`src/rtl/sys_bus_arbiter.sv`:
```
// sys_bus_arbiter
// Round-robin arbiter sharing one system-bus slave port between N masters.
// Each master strobe is latched into a per-master pending slot. One
// transaction at a time is forwarded to the slave. The completion (ack, err,
// rdata) is returned to the owning master. A transaction that the slave does
// not acknowledge within TO wait cycles ends with an error completion.
//
// Ports:
//   clk, rst            clock, asynchronous active-high reset
//   m_wen, m_ren        per-master single-cycle write/read strobes
//   m_addr, m_wdata     per-master address/write data, master i at [i*W +: W]
//   m_ack, m_err        per-master completion pulse and error flag
//   m_rdata             shared read data, held until the next completion
//   ovf                 sticky per-master "strobe dropped while pending"
//   s_wen, s_ren        slave strobes (one cycle)
//   s_addr, s_wdata     slave address/data, held until the next grant
//   s_rdata, s_ack, s_err  slave response
module sys_bus_arbiter #(
    parameter int unsigned N  = 2,
    parameter int unsigned DW = 32,
    parameter int unsigned AW = 32,
    parameter int unsigned TO = 32
) (
    input  logic            clk,
    input  logic            rst,
    input  logic [N-1:0]    m_wen,
    input  logic [N-1:0]    m_ren,
    input  logic [N*AW-1:0] m_addr,
    input  logic [N*DW-1:0] m_wdata,
    output logic [N-1:0]    m_ack,
    output logic [N-1:0]    m_err,
    output logic [DW-1:0]   m_rdata,
    output logic [N-1:0]    ovf,
    output logic            s_wen,
    output logic            s_ren,
    output logic [AW-1:0]   s_addr,
    output logic [DW-1:0]   s_wdata,
    input  logic [DW-1:0]   s_rdata,
    input  logic            s_ack,
    input  logic            s_err
);

    localparam int unsigned IW = (N > 1) ? $clog2(N) : 1;
    localparam int unsigned TW = $clog2(TO + 1);

    typedef enum logic {StIdle, StWait} state_e;
    state_e state_q, state_d;

    // Pending slots, one per master
    logic [N-1:0]         pend_q, pend_d;
    logic [N-1:0]         wr_q, wr_d;
    logic [N-1:0][AW-1:0] addr_q, addr_d;
    logic [N-1:0][DW-1:0] wdata_q, wdata_d;
    logic [N-1:0]         ovf_q, ovf_d;

    logic [IW-1:0] rr_ptr_q, rr_ptr_d;
    logic [IW-1:0] gnt_q, gnt_d;
    logic [TW-1:0] timer_q, timer_d;

    logic          s_wen_q, s_wen_d, s_ren_q, s_ren_d;
    logic [AW-1:0] s_addr_q, s_addr_d;
    logic [DW-1:0] s_wdata_q, s_wdata_d;
    logic [N-1:0]  m_ack_q, m_ack_d, m_err_q, m_err_d;
    logic [DW-1:0] m_rdata_q, m_rdata_d;

    logic          any_pend;
    logic [IW-1:0] sel, cand;
    logic          done;

    // Completion edge: slave ack wins over a simultaneous timeout
    assign done = (state_q == StWait) && (s_ack || (timer_q == TW'(TO)));

    // First pending master at or above rr_ptr, wrapping at N
    always_comb begin
        any_pend = 1'b0;
        sel      = rr_ptr_q;
        cand     = rr_ptr_q;
        for (int unsigned k = 0; k < N; k++) begin
            cand = IW'((32'(rr_ptr_q) + k) % N);
            if (!any_pend && pend_q[cand]) begin
                any_pend = 1'b1;
                sel      = cand;
            end
        end
    end

    // Slot capture; a strobe on the owner's completion edge reloads the slot
    always_comb begin
        pend_d  = pend_q;
        wr_d    = wr_q;
        addr_d  = addr_q;
        wdata_d = wdata_q;
        ovf_d   = ovf_q;
        for (int unsigned i = 0; i < N; i++) begin
            if (done && (gnt_q == IW'(i))) begin
                pend_d[i] = 1'b0;
            end
            if (m_wen[i] || m_ren[i]) begin
                if (!pend_q[i] || (done && (gnt_q == IW'(i)))) begin
                    pend_d[i]  = 1'b1;
                    wr_d[i]    = m_wen[i];  // write wins over a same-cycle read
                    addr_d[i]  = m_addr[i*AW +: AW];
                    wdata_d[i] = m_wdata[i*DW +: DW];
                end else begin
                    ovf_d[i] = 1'b1;
                end
            end
        end
    end

    // FSM state register
    always_ff @(posedge clk or posedge rst) begin
        if (rst) begin
            state_q <= StIdle;
        end else begin
            state_q <= state_d;
        end
    end

    // FSM next state
    always_comb begin
        state_d = state_q;
        case (state_q)
            StIdle:  if (any_pend) state_d = StWait;
            StWait:  if (done) state_d = StIdle;
            default: state_d = StIdle;
        endcase
    end

    // FSM outputs (registered below)
    always_comb begin
        s_wen_d   = 1'b0;
        s_ren_d   = 1'b0;
        s_addr_d  = s_addr_q;
        s_wdata_d = s_wdata_q;
        m_ack_d   = '0;
        m_err_d   = '0;
        m_rdata_d = m_rdata_q;
        gnt_d     = gnt_q;
        rr_ptr_d  = rr_ptr_q;
        timer_d   = timer_q;
        case (state_q)
            StIdle: begin
                if (any_pend) begin
                    gnt_d     = sel;
                    s_wen_d   = wr_q[sel];
                    s_ren_d   = !wr_q[sel];
                    s_addr_d  = addr_q[sel];
                    s_wdata_d = wdata_q[sel];
                    timer_d   = '0;
                end
            end
            StWait: begin
                if (done) begin
                    m_ack_d[gnt_q] = 1'b1;
                    m_err_d[gnt_q] = s_ack ? s_err : 1'b1;
                    m_rdata_d      = (s_ack && !wr_q[gnt_q]) ? s_rdata : '0;
                    rr_ptr_d       = (gnt_q == IW'(N - 1)) ? '0 : gnt_q + IW'(1);
                end else begin
                    timer_d = timer_q + TW'(1);
                end
            end
            default: ;
        endcase
    end

    always_ff @(posedge clk or posedge rst) begin
        if (rst) begin
            pend_q    <= '0;
            wr_q      <= '0;
            addr_q    <= '0;
            wdata_q   <= '0;
            ovf_q     <= '0;
            rr_ptr_q  <= '0;
            gnt_q     <= '0;
            timer_q   <= '0;
            s_wen_q   <= 1'b0;
            s_ren_q   <= 1'b0;
            s_addr_q  <= '0;
            s_wdata_q <= '0;
            m_ack_q   <= '0;
            m_err_q   <= '0;
            m_rdata_q <= '0;
        end else begin
            pend_q    <= pend_d;
            wr_q      <= wr_d;
            addr_q    <= addr_d;
            wdata_q   <= wdata_d;
            ovf_q     <= ovf_d;
            rr_ptr_q  <= rr_ptr_d;
            gnt_q     <= gnt_d;
            timer_q   <= timer_d;
            s_wen_q   <= s_wen_d;
            s_ren_q   <= s_ren_d;
            s_addr_q  <= s_addr_d;
            s_wdata_q <= s_wdata_d;
            m_ack_q   <= m_ack_d;
            m_err_q   <= m_err_d;
            m_rdata_q <= m_rdata_d;
        end
    end

    assign m_ack   = m_ack_q;
    assign m_err   = m_err_q;
    assign m_rdata = m_rdata_q;
    assign ovf     = ovf_q;
    assign s_wen   = s_wen_q;
    assign s_ren   = s_ren_q;
    assign s_addr  = s_addr_q;
    assign s_wdata = s_wdata_q;

endmodule

```
`config.mk`:
```
export PLATFORM = sky130hd
export DESIGN_NAME = sys_bus_arbiter
export DESIGN_NICKNAME = d
export VERILOG_FILES = /design/src/rtl/sys_bus_arbiter.sv
export SDC_FILE = /design/constraint.sdc
export NUM_CORES = 1
export LEC_CHECK = 0
export ABC_AREA = 0
export CAP_MARGIN = 20
export CORE_MARGIN = 4
export CORE_UTILIZATION = 35
export DETAILED_ROUTE_END_ITERATION = 8
export HOLD_SLACK_MARGIN = 0.08
export PLACE_DENSITY_LB_ADDON = 0.1
export RECOVER_POWER = 100
export SLEW_MARGIN = 20
export SYNTH_ARGS = -nofsm -noshare
export SYNTH_HDL_FRONTEND = slang
export SYNTH_SLANG_ARGS = --single-unit
```
`constraint.sdc`:
```
create_clock -name clk -period 10.4 [get_ports clk]
set_input_delay 2.6 -clock clk [delete_from_list [all_inputs] [get_ports clk]]
set_output_delay 2.6 -clock clk [all_outputs]
set_load 0.03 [all_outputs]
```
==> results of run 1 <==
[flip-flops by register name (all words and copies together), names as in the netlist, 6 cells and up]
register  cells
s_wdata      32
m_rdata      32
s_addr       32
timer_q       6
addr_q       64
wdata_q      64
[cells by family after synthesis]
family,synth area share (%)
compound gates,7.533
fa+ha+maj,0.2414
buf+inv,4.056
flops,59.15
mux,24.82
simple gates,4.201
[critical path, stage by stage]
cell           delay, ns
dlygate4sd3_1       0.64
nand3b_1            0.10
o311ai_0            0.24
o21a_1              1.19
clkbuf_1            1.91
mux2_1              0.41
[layout by cell type (no fill, tap or decap), types with 2 or more instances in the layout]
cell             instances
nand3_1                  5
a21oi_1                  2
clkbuf_1                17
buf_4                    4
nand2b_1                 3
clkbuf_16               29
dlygate4sd3_1          106
nor2b_1                  4
o21bai_1                 2
nor3_1                   2
clkdlybuf4s50_1        165
o21a_1                   2
clkbuf_8                 8
nor2_1                   6
o311ai_0                 2
ha_1                     2
mux2i_1                 68
dfrtp_1                245
nand2_1                 77
mux2_4                   4
mux2_1                 124
inv_1                    4
a22o_1                  34
o21ai_0                 69
nand4_1                  2
[routing by layer]
metal  vias up  GRT usage, %  part of all wire [%]
met2       181         23.87                    46
met3        39         4.078                   6.7
met5         -             0                 0.089
met4         4         3.600                   2.1
met1      3097         20.26                    45
li1       3045             -                     -
[synth_stat cells, types with 2 or more instances]
| master | number | area (µm²) |
|---|---|---|
| inv_1 | 5 | 18.77 |
| mux2_4 | 120 | 1802 |
| nand4_1 | 2 | 12.51 |
| o21a_4 | 2 | 30.03 |
| a22o_1 | 34 | 297.8 |
| nand2b_1 | 3 | 18.77 |
| buf_12 | 14 | 280.3 |
| nand3_1 | 5 | 25.02 |
| ha_1 | 2 | 25.02 |
| clkbuf_1 | 22 | 82.58 |
| mux2_1 | 8 | 90.09 |
| nor2b_1 | 4 | 25.02 |
| a21oi_1 | 2 | 10.01 |
| buf_2 | 7 | 35.03 |
| nand2_1 | 77 | 289.0 |
| dfrtp_1 | 245 | 6131 |
| o311ai_4 | 2 | 52.55 |
| nor2_1 | 6 | 22.52 |
| nor3_1 | 2 | 10.01 |
| o21ai_0 | 69 | 345.3 |
| mux2i_1 | 68 | 680.7 |
| o21bai_1 | 2 | 15.01 |
[worst max path at each step]
stage	start	depth (start not counted)	endpoint	slack [ns]
after CTS	s_ack	6	addr_q[26]	5.60
after global placement	s_ack	6	addr_q[29]	5.09
after global routing	s_ack	6	addr_q[4]	3.27
final	s_ack	6	addr_q[26]	3.66
after floorplan	rst	1	addr_q[0]	1.07
after detailed placement	s_ack	6	addr_q[26]	5.06
[layout make-up]
cell class | count | area (µm²)
fillers | 2746 | 15300
clock inverters | 1 | 5.005
multi-input cells | 416 | 3328
repair buffers | 282 | 2793
clock buffers | 48 | 877.1
flip-flops and latches | 245 | 6131
well taps | 384 | 480.5
inverters | 5 | 20.02
diodes | 1 | 2.502
[power groups by stage]
stage | logic (mW) | clock network [mW] | registers [mW]
after floorplan | 1.10 | 0 | 2.02
after detailed placement | 2.06 | 0 | 1.70
after global routing | 1.88 | 1.02 | 1.73
after CTS | 2.07 | 0.971 | 1.70
final | 1.72 | 0.935 | 1.67
after global placement | 2.04 | 0 | 1.70
==> impl_metrics.toml, run 1 <==
[status]
status = "finished with violations"
violations = "capacitance limit, slew limit"

[timing]
finalWorstSetupSlack_ns = 3.659
post-route-min-period_ns = 6.741
rsz0062_at_grt = "false"
hold_viol_final = 0
maxSlewHeadroom_pct = -99.97
hold_slack_ns = 0.4672
setup-tns-final_ns = 0
finalClockSkew_ns = 0.009031
worst_pin_slew_ns = 3.000
finalSetupViolCount = 0
finalMaxSlewViolations = 343
max_freq_mhz = 148.3
period_share_pct = 64.82

[synth]
netlist_area_um2 = 10360
synth-async-reset-ratio_pct = 100.0
synth-seq-cells = 245
synth_cells = 710
synth-edff-count = 0
yosysSeqAreaShare_pct = 59.15
ys.flop_type = "dfrtp_1"
syn_avg_cell_area_um2 = 14.60
synth_nets = 880
synth_cell_type_count = 31
yosysWarningCount = 0

[min_path]
whs_path_depth = 1
hold_path_end = "ovf[0]"
min-delay-start = "ovf[0]"
hold_class = "reg -> reg"

[placed_design]
pre_cts_ws_ns = 5.058
routabilityCongestion = 0.7242
io_buffer_count = 271
hpwl_um = 16360
dp.cells = 1331
place_area_um2 = 13260

[power_and_ir_drop]
internal-power_mw = 2.756
powerDensity_nw_per_um2 = 317.3
total_power_mw = 4.328
clockPowerShare_pct = 21.6
combPwrFrac_pct = 39.8
static-leakage-power_nw = 5.969
power_switching_mw = 1.572
seq_power_share_pct = 38.5
switching_share_pct = 36.32
ir_drop_mv = 0.1828

[setup_path]
reg2reg_depth = 5
start_kind = "input port"
rrSetupSlack_ns = 5.12
cp_max_fo = 38
rr_startpoint = "timer_q[3]"
path_class = "in -> reg"
cp.required_ns = 10.80
critical_path.endpoint_type = "flip-flop"
r2r_end = "addr_q[26]"
cp_data_arrival_time_ns = 7.14

[route]
wirelength_um = 24600
dr_total_vias = 6366
drt-vias-per-instance = 4.606
antenna_left = 0
detail_route.iter0.violations = 249
routedWlPerCell_um = 17.80
drc_errors = 0
first_pass_iters = 4

[clock_network]
path_clk_slew_ns = 0.06
cts_buffer_depth = 3
tritoncts = "yes"
cts-resized-gates = 0
cts-root-buf = "clkbuf_16"
cts_buffers = 28
clock_latency_ns = 0.52
postCtsSetupBuffers = 0
clock_sinks = 245
htreeDepth = 1
hold_buffers = 0

[global_route]
grt_max_degree = 141
grt_pass1_wl_um = 39500
track_usage_pct = 14.88
antenna_found_initial = 3
grt_overflow = 0
grt_pass1_vias = 6939

[floorplanning]
start_util_pct = 35.82
coreArea_um2 = 28940
num_rows = 62
die_w_um = 180.1
io-pin-count = 272
dieArea_um2 = 32430
die_h_um = 180.1

[job]
maxCapViolCount = 7

[layout]
final_net_count = 1148
final_area_um2 = 13640
final_cells = 1382
area_delta_synth_final_pct = 31.57
drive_above_1_share_pct = 4.915
postLayoutCoreUtil_pct = 47.13
No activity file was read; power rests on OpenSTA's default activity.
==> run 2: changes to the inputs <==
==> constraint.sdc (replaced) <==
create_clock -name clk -period 6.73 [get_ports clk]
set_input_delay 1.6825 -clock clk [delete_from_list [all_inputs] [get_ports clk]]
set_output_delay 1.6825 -clock clk [all_outputs]
set_load 0.03 [all_outputs]
==> impl_metrics.toml, run 2 (synthesis results as in run 1) <==
[layout]
drive_above_1_share_pct = 5.706
biggestRegsByFlops = "addr_q: 64 flops, wdata_q: 64 flops"
area_delta_synth_final_pct = 32.53
layout_commonest_cell = "dfrtp_1"
fill_cells = 2662
final_net_count = 1149
antenna_cells = 0
final_cell_mix = "dfrtp_1 (245), clkdlybuf4s50_1 (165), mux2_1 (124)"

[floorplanning]
io-pin-count = 272
die_h_um = 180.1
start_util_pct = 35.82
dieArea_um2 = 32430
coreArea_um2 = 28940
die_w_um = 180.1
num_rows = 62

[placed_design]
io_buffer_count = 271
routabilityCongestion = 0.7006
hpwl_um = 16250

[timing]
setup-tns-final_ns = 0
hold_viol_final = 0
maxSlewHeadroom_pct = -130.2
max_freq_mhz = 217.8
finalSetupViolCount = 0
post-route-min-period_ns = 4.590
period_share_pct = 68.21
rsz0062_at_grt = "false"
hold_slack_ns = 0.4644
worst_pin_slew_ns = 3.453
finalMaxSlewViolations = 244
finalClockSkew_ns = 0.01673

[setup_path]
reg2reg_depth = 5
r2r_end = "s_addr[9]"
cp.required_ns = 6.89
start_kind = "input port"
rr_startpoint = "state_q"
cp_max_fo = 42
path_class = "in -> async"
cp_data_arrival_time_ns = 4.75
critical_path.endpoint_type = "asynchronous set/reset pin"
rrSetupSlack_ns = 2.45

[power_and_ir_drop]
seq_power_share_pct = 37.7
powerDensity_nw_per_um2 = 496.8
static-leakage-power_nw = 6.008
combPwrFrac_pct = 39.1
total_power_mw = 6.825
ir_drop_mv = 0.2511
clockPowerShare_pct = 23.2
power_switching_mw = 2.462
switching_share_pct = 36.08
internal-power_mw = 4.363

[global_route]
track_usage_pct = 14.86
gr-max-usage-layer = "met2"
met2_usage_pct = 23.29
use_met3_pct = 4.057
grt_pass1_vias = 6758
grt_pass1_wl_um = 39350
grt_use_met1_pct = 20.88
grt_max_degree = 122
grt_overflow = 0
antenna_found_initial = 2

[clock_network]
postCtsSetupBuffers = 0
tritoncts = "yes"
htreeDepth = 1
clock_latency_ns = 0.53
hold_buffers = 0
path_clk_slew_ns = 0.06
cts-root-buf = "clkbuf_16"
cts_buffer_depth = 3
cts_buffers = 29
cts-resized-gates = 0
clock_sinks = 245

[route]
wirelength_um = 24560
antenna_left = 0
dr_total_vias = 6413
first_pass_iters = 4
detail_route.iter0.violations = 248
routedWlPerCell_um = 17.76
drc_errors = 0
drt-vias-per-instance = 4.637

[min_path]
whs_path_depth = 1
hold_path_end = "ovf[1]"
hold_class = "reg -> reg"
min-delay-start = "ovf[1]"

[status]
violations = "capacitance limit, slew limit"
status = "finished with violations"

[job]
maxCapViolCount = 6
[run 2: worst max path at each step]
stage	startpoint	to	slack, ns
finish	rst	s_wdata[20]	2.14
global route	rst	s_wdata[20]	1.43
CTS	s_ack	addr_q[2]	2.88
detailed placement	s_ack	addr_q[5]	2.31
global placement	s_ack	addr_q[1]	2.33
floorplan	rst	addr_q[0]	1.83
[run 2: power groups by stage]
stage | Sequential [mW] | Combinational (mW) | Clock, mW
6_report | 2.57 | 2.67 | 1.58
3_3_place_gp | 2.63 | 3.17 | 0
4_1_cts | 2.62 | 3.22 | 1.63
5_1_grt | 2.68 | 2.90 | 1.70
3_5_place_dp | 2.63 | 3.21 | 0
2_1_floorplan | 3.12 | 1.69 | 0
[run 2: worst max-delay path: stages]
cell and delay [ns]:
dlygate4sd3_1 0.57, clkinvlp_2 0.79, clkbuf_1 1.70
[run 2: through the flow]
stage               cells  area [µm²]  setup slack (ns)  utilization (%)
global placement     1332       13280             2.327            45.89
detailed placement   1332       13280             2.313            45.89
finish               1383       13740             2.140            47.47
CTS                  1383       14240             2.878            49.23
global route         1383       13740             1.427            47.47
floorplan             710       10370             1.830                -
[run 2: layout make-up]
class | count | area, µm² | area share [%]
multi-input combinational | 416 | 3354 | 24.42
sequential | 245 | 6131 | 44.63
inverter | 5 | 20.02 | 0.1457
clock buffer | 41 | 810.8 | 5.902
timing repair buffer | 282 | 2785 | 20.28
clock inverter | 10 | 155.1 | 1.129
tap | 384 | 480.5 | 3.498
[run 2: metal layers]
metal	share of wire [%]	wire length, µm
met5	0.090	22
met4	2.1	511
met3	6.2	1533
met2	46	11210
met1	46	11280
==> run 3: changes to the inputs <==
==> constraint.sdc (replaced) <==
create_clock -name clk -period 4.6 [get_ports clk]
set_input_delay 1.15 -clock clk [delete_from_list [all_inputs] [get_ports clk]]
set_output_delay 1.15 -clock clk [all_outputs]
set_load 0.03 [all_outputs]
==> impl_metrics.toml, run 3 (synthesis results as in run 1) <==
[status]
status = "finished with violations"
violations = "capacitance limit, slew limit"

[placed_design]
place_area_um2 = 13350
io_buffer_count = 271
pre_cts_ws_ns = 1.136
dp.cells = 1333
hpwl_um = 16220
routabilityCongestion = 0.7171

[route]
wl_met2_um = 11280
drt-vias-per-instance = 4.560
antenna_left = 0
first_pass_iters = 4
wl_met3_um = 1812
met1_length_um = 10980
detail_route.iter0.violations = 231
dr_total_vias = 6316
top_layer_used = "met5"
routedWlPerCell_um = 17.81
wirelength_um = 24660
drc_errors = 0

[power_and_ir_drop]
internal-power_mw = 6.337
seq_power_share_pct = 37.7
ir_drop_mv = 0.3041
switching_share_pct = 36.28
clockPowerShare_pct = 22.5
static-leakage-power_nw = 6.055
power_switching_mw = 3.607
powerDensity_nw_per_um2 = 720.2
combPwrFrac_pct = 39.8

[floorplanning]
start_util_pct = 35.82
die_w_um = 180.1
num_rows = 62
dieArea_um2 = 32430
coreArea_um2 = 28940
io-pin-count = 272
die_h_um = 180.1

[global_route]
track_usage_pct = 14.74
grt_max_degree = 128
grt_pass1_vias = 6744
grt_overflow = 0
antenna_found_initial = 1
grt_pass1_wl_um = 39140

[setup_path]
cp_max_fo = 23
cp_data_arrival_time_ns = 3.81
cp_cell_sequence = "or3b_1 -> o311ai_0 -> o21a_4 -> clkbuf_1 -> mux2_1"
r2r_end = "addr_q[0]"
cp_num_buf_inv = 1
critPathSlowestCell = "o311ai_0"
critical_path.endpoint_type = "flip-flop"
rrSetupSlack_ns = 1.19
rr_startpoint = "timer_q[3]"
cp.required_ns = 5.00
start_kind = "flip-flop"
path_class = "reg -> reg"
reg2reg_depth = 5
cpPeakStageDelay_ns = 0.82
critPathTopFamily = "compound AO/OA/AOI/OAI gates"

[layout]
antenna_cells = 0
area_delta_synth_final_pct = 33.22
final_net_count = 1151
layout_commonest_cell = "dfrtp_1"
final_area_um2 = 13810
postLayoutCoreUtil_pct = 47.72
final_cells = 1385
fill_cells = 2643
final_cell_mix = "dfrtp_1 (245), clkdlybuf4s50_1 (165), mux2_1 (120)"
drive_above_1_share_pct = 6.494
biggestRegsByFlops = "addr_q: 64 flops, wdata_q: 64 flops"

[clock_network]
cts_buffers = 29
hold_buffers = 0
cts_buffer_depth = 3
tritoncts = "yes"
clock_sinks = 245
cts-root-buf = "clkbuf_16"
clock_latency_ns = 0.52
postCtsSetupBuffers = 0
cts-resized-gates = 0
htreeDepth = 1
path_clk_slew_ns = 0.06

[min_path]
whs_path_depth = 2
hold_class = "reg -> reg"
min-delay-start = "s_wdata[14]"
hold_path_end = "s_wdata[14]"

[timing]
post-route-min-period_ns = 3.411
finalClockSkew_ns = 0.01624
finalMaxSlewViolations = 14
worst_pin_slew_ns = 1.700
period_share_pct = 74.14
finalWorstSetupSlack_ns = 1.189
max_freq_mhz = 293.2
maxSlewHeadroom_pct = -14.56
finalSetupViolCount = 0
setup-tns-final_ns = 0
hold_viol_final = 0
rsz0062_at_grt = "false"

[job]
maxCapViolCount = 1
-- run 3: cell types whose count changed in the layout (fill, tap and decap cells not counted) --
cell | previous run | this run
buf_12 | 1 | 6
mux2_4 | 4 | 8
clkinv_2 | 4 | 6
clkbuf_1 | 14 | 11
or3b_4 | 1 | 0
clkinvlp_4 | 2 | 0
mux2_1 | 124 | 120
bufinv_16 | 4 | 2
clkbuf_8 | 4 | 7
or3b_1 | 0 | 1
buf_4 | 4 | 2
inv_6 | 0 | 1
-- run 3: how the worst max path moves through the flow --
stage	from	slack (ns)	cells after the start	end
6_report	timer_q[3]	1.19	5	addr_q[0]
5_1_grt	timer_q[3]	0.94	5	addr_q[2]
4_1_cts	s_ack	1.69	6	wdata_q[61]
3_5_place_dp	s_ack	1.14	6	wdata_q[59]
3_3_place_gp	s_ack	1.15	6	addr_q[35]
2_1_floorplan	rst	0.23	1	addr_q[0]
-- run 3: final cells by class --
class / count / area [µm²] / share of cell area, %
clock inverters: 9 / 98.84 / 0.7158
inverters: 5 / 20.02 / 0.1450
repair buffers: 284 / 2867 / 20.76
flip-flops and latches: 245 / 6131 / 44.40
multi-input cells: 416 / 3367 / 24.38
clock buffers: 42 / 844.6 / 6.116
well taps: 384 / 480.5 / 3.480
-- run 3: power by group through the flow --
| stage | logic [mW] | clock network, mW | registers [mW] |
|---|---|---|---|
| floorplan | 2.48 | 0 | 4.57 |
| global placement | 4.69 | 0 | 3.84 |
| detailed placement | 4.74 | 0 | 3.84 |
| CTS | 4.76 | 2.32 | 3.82 |
| global route | 4.31 | 2.42 | 3.90 |
| finish | 3.95 | 2.24 | 3.75 |
-- run 3: worst register-to-register path: cells and delay by family (launching register included) --
kind	cells	cell delay, ns
mux	1	0.40
simple gates	1	0.44
flops	1	0.43
compound gates	2	1.36
buf+inv	1	0.65
-- run 3: per-layer routing --
layer	GRT usage, %	vias to the layer above
li1	-	3050
met1	20.16	3037
met2	23.10	191
met3	4.703	36
met4	3.479	2
met5	0	-
-- run 3: per-stage QoR --
step | power, mW | hold slack (ns)
global placement | 8.537 | 0.4605
finish | 9.944 | 0.4675
floorplan | 7.047 | 0.4574
CTS | 10.91 | 0.4813
global route | 10.64 | 0.4919
detailed placement | 8.584 | 0.4637
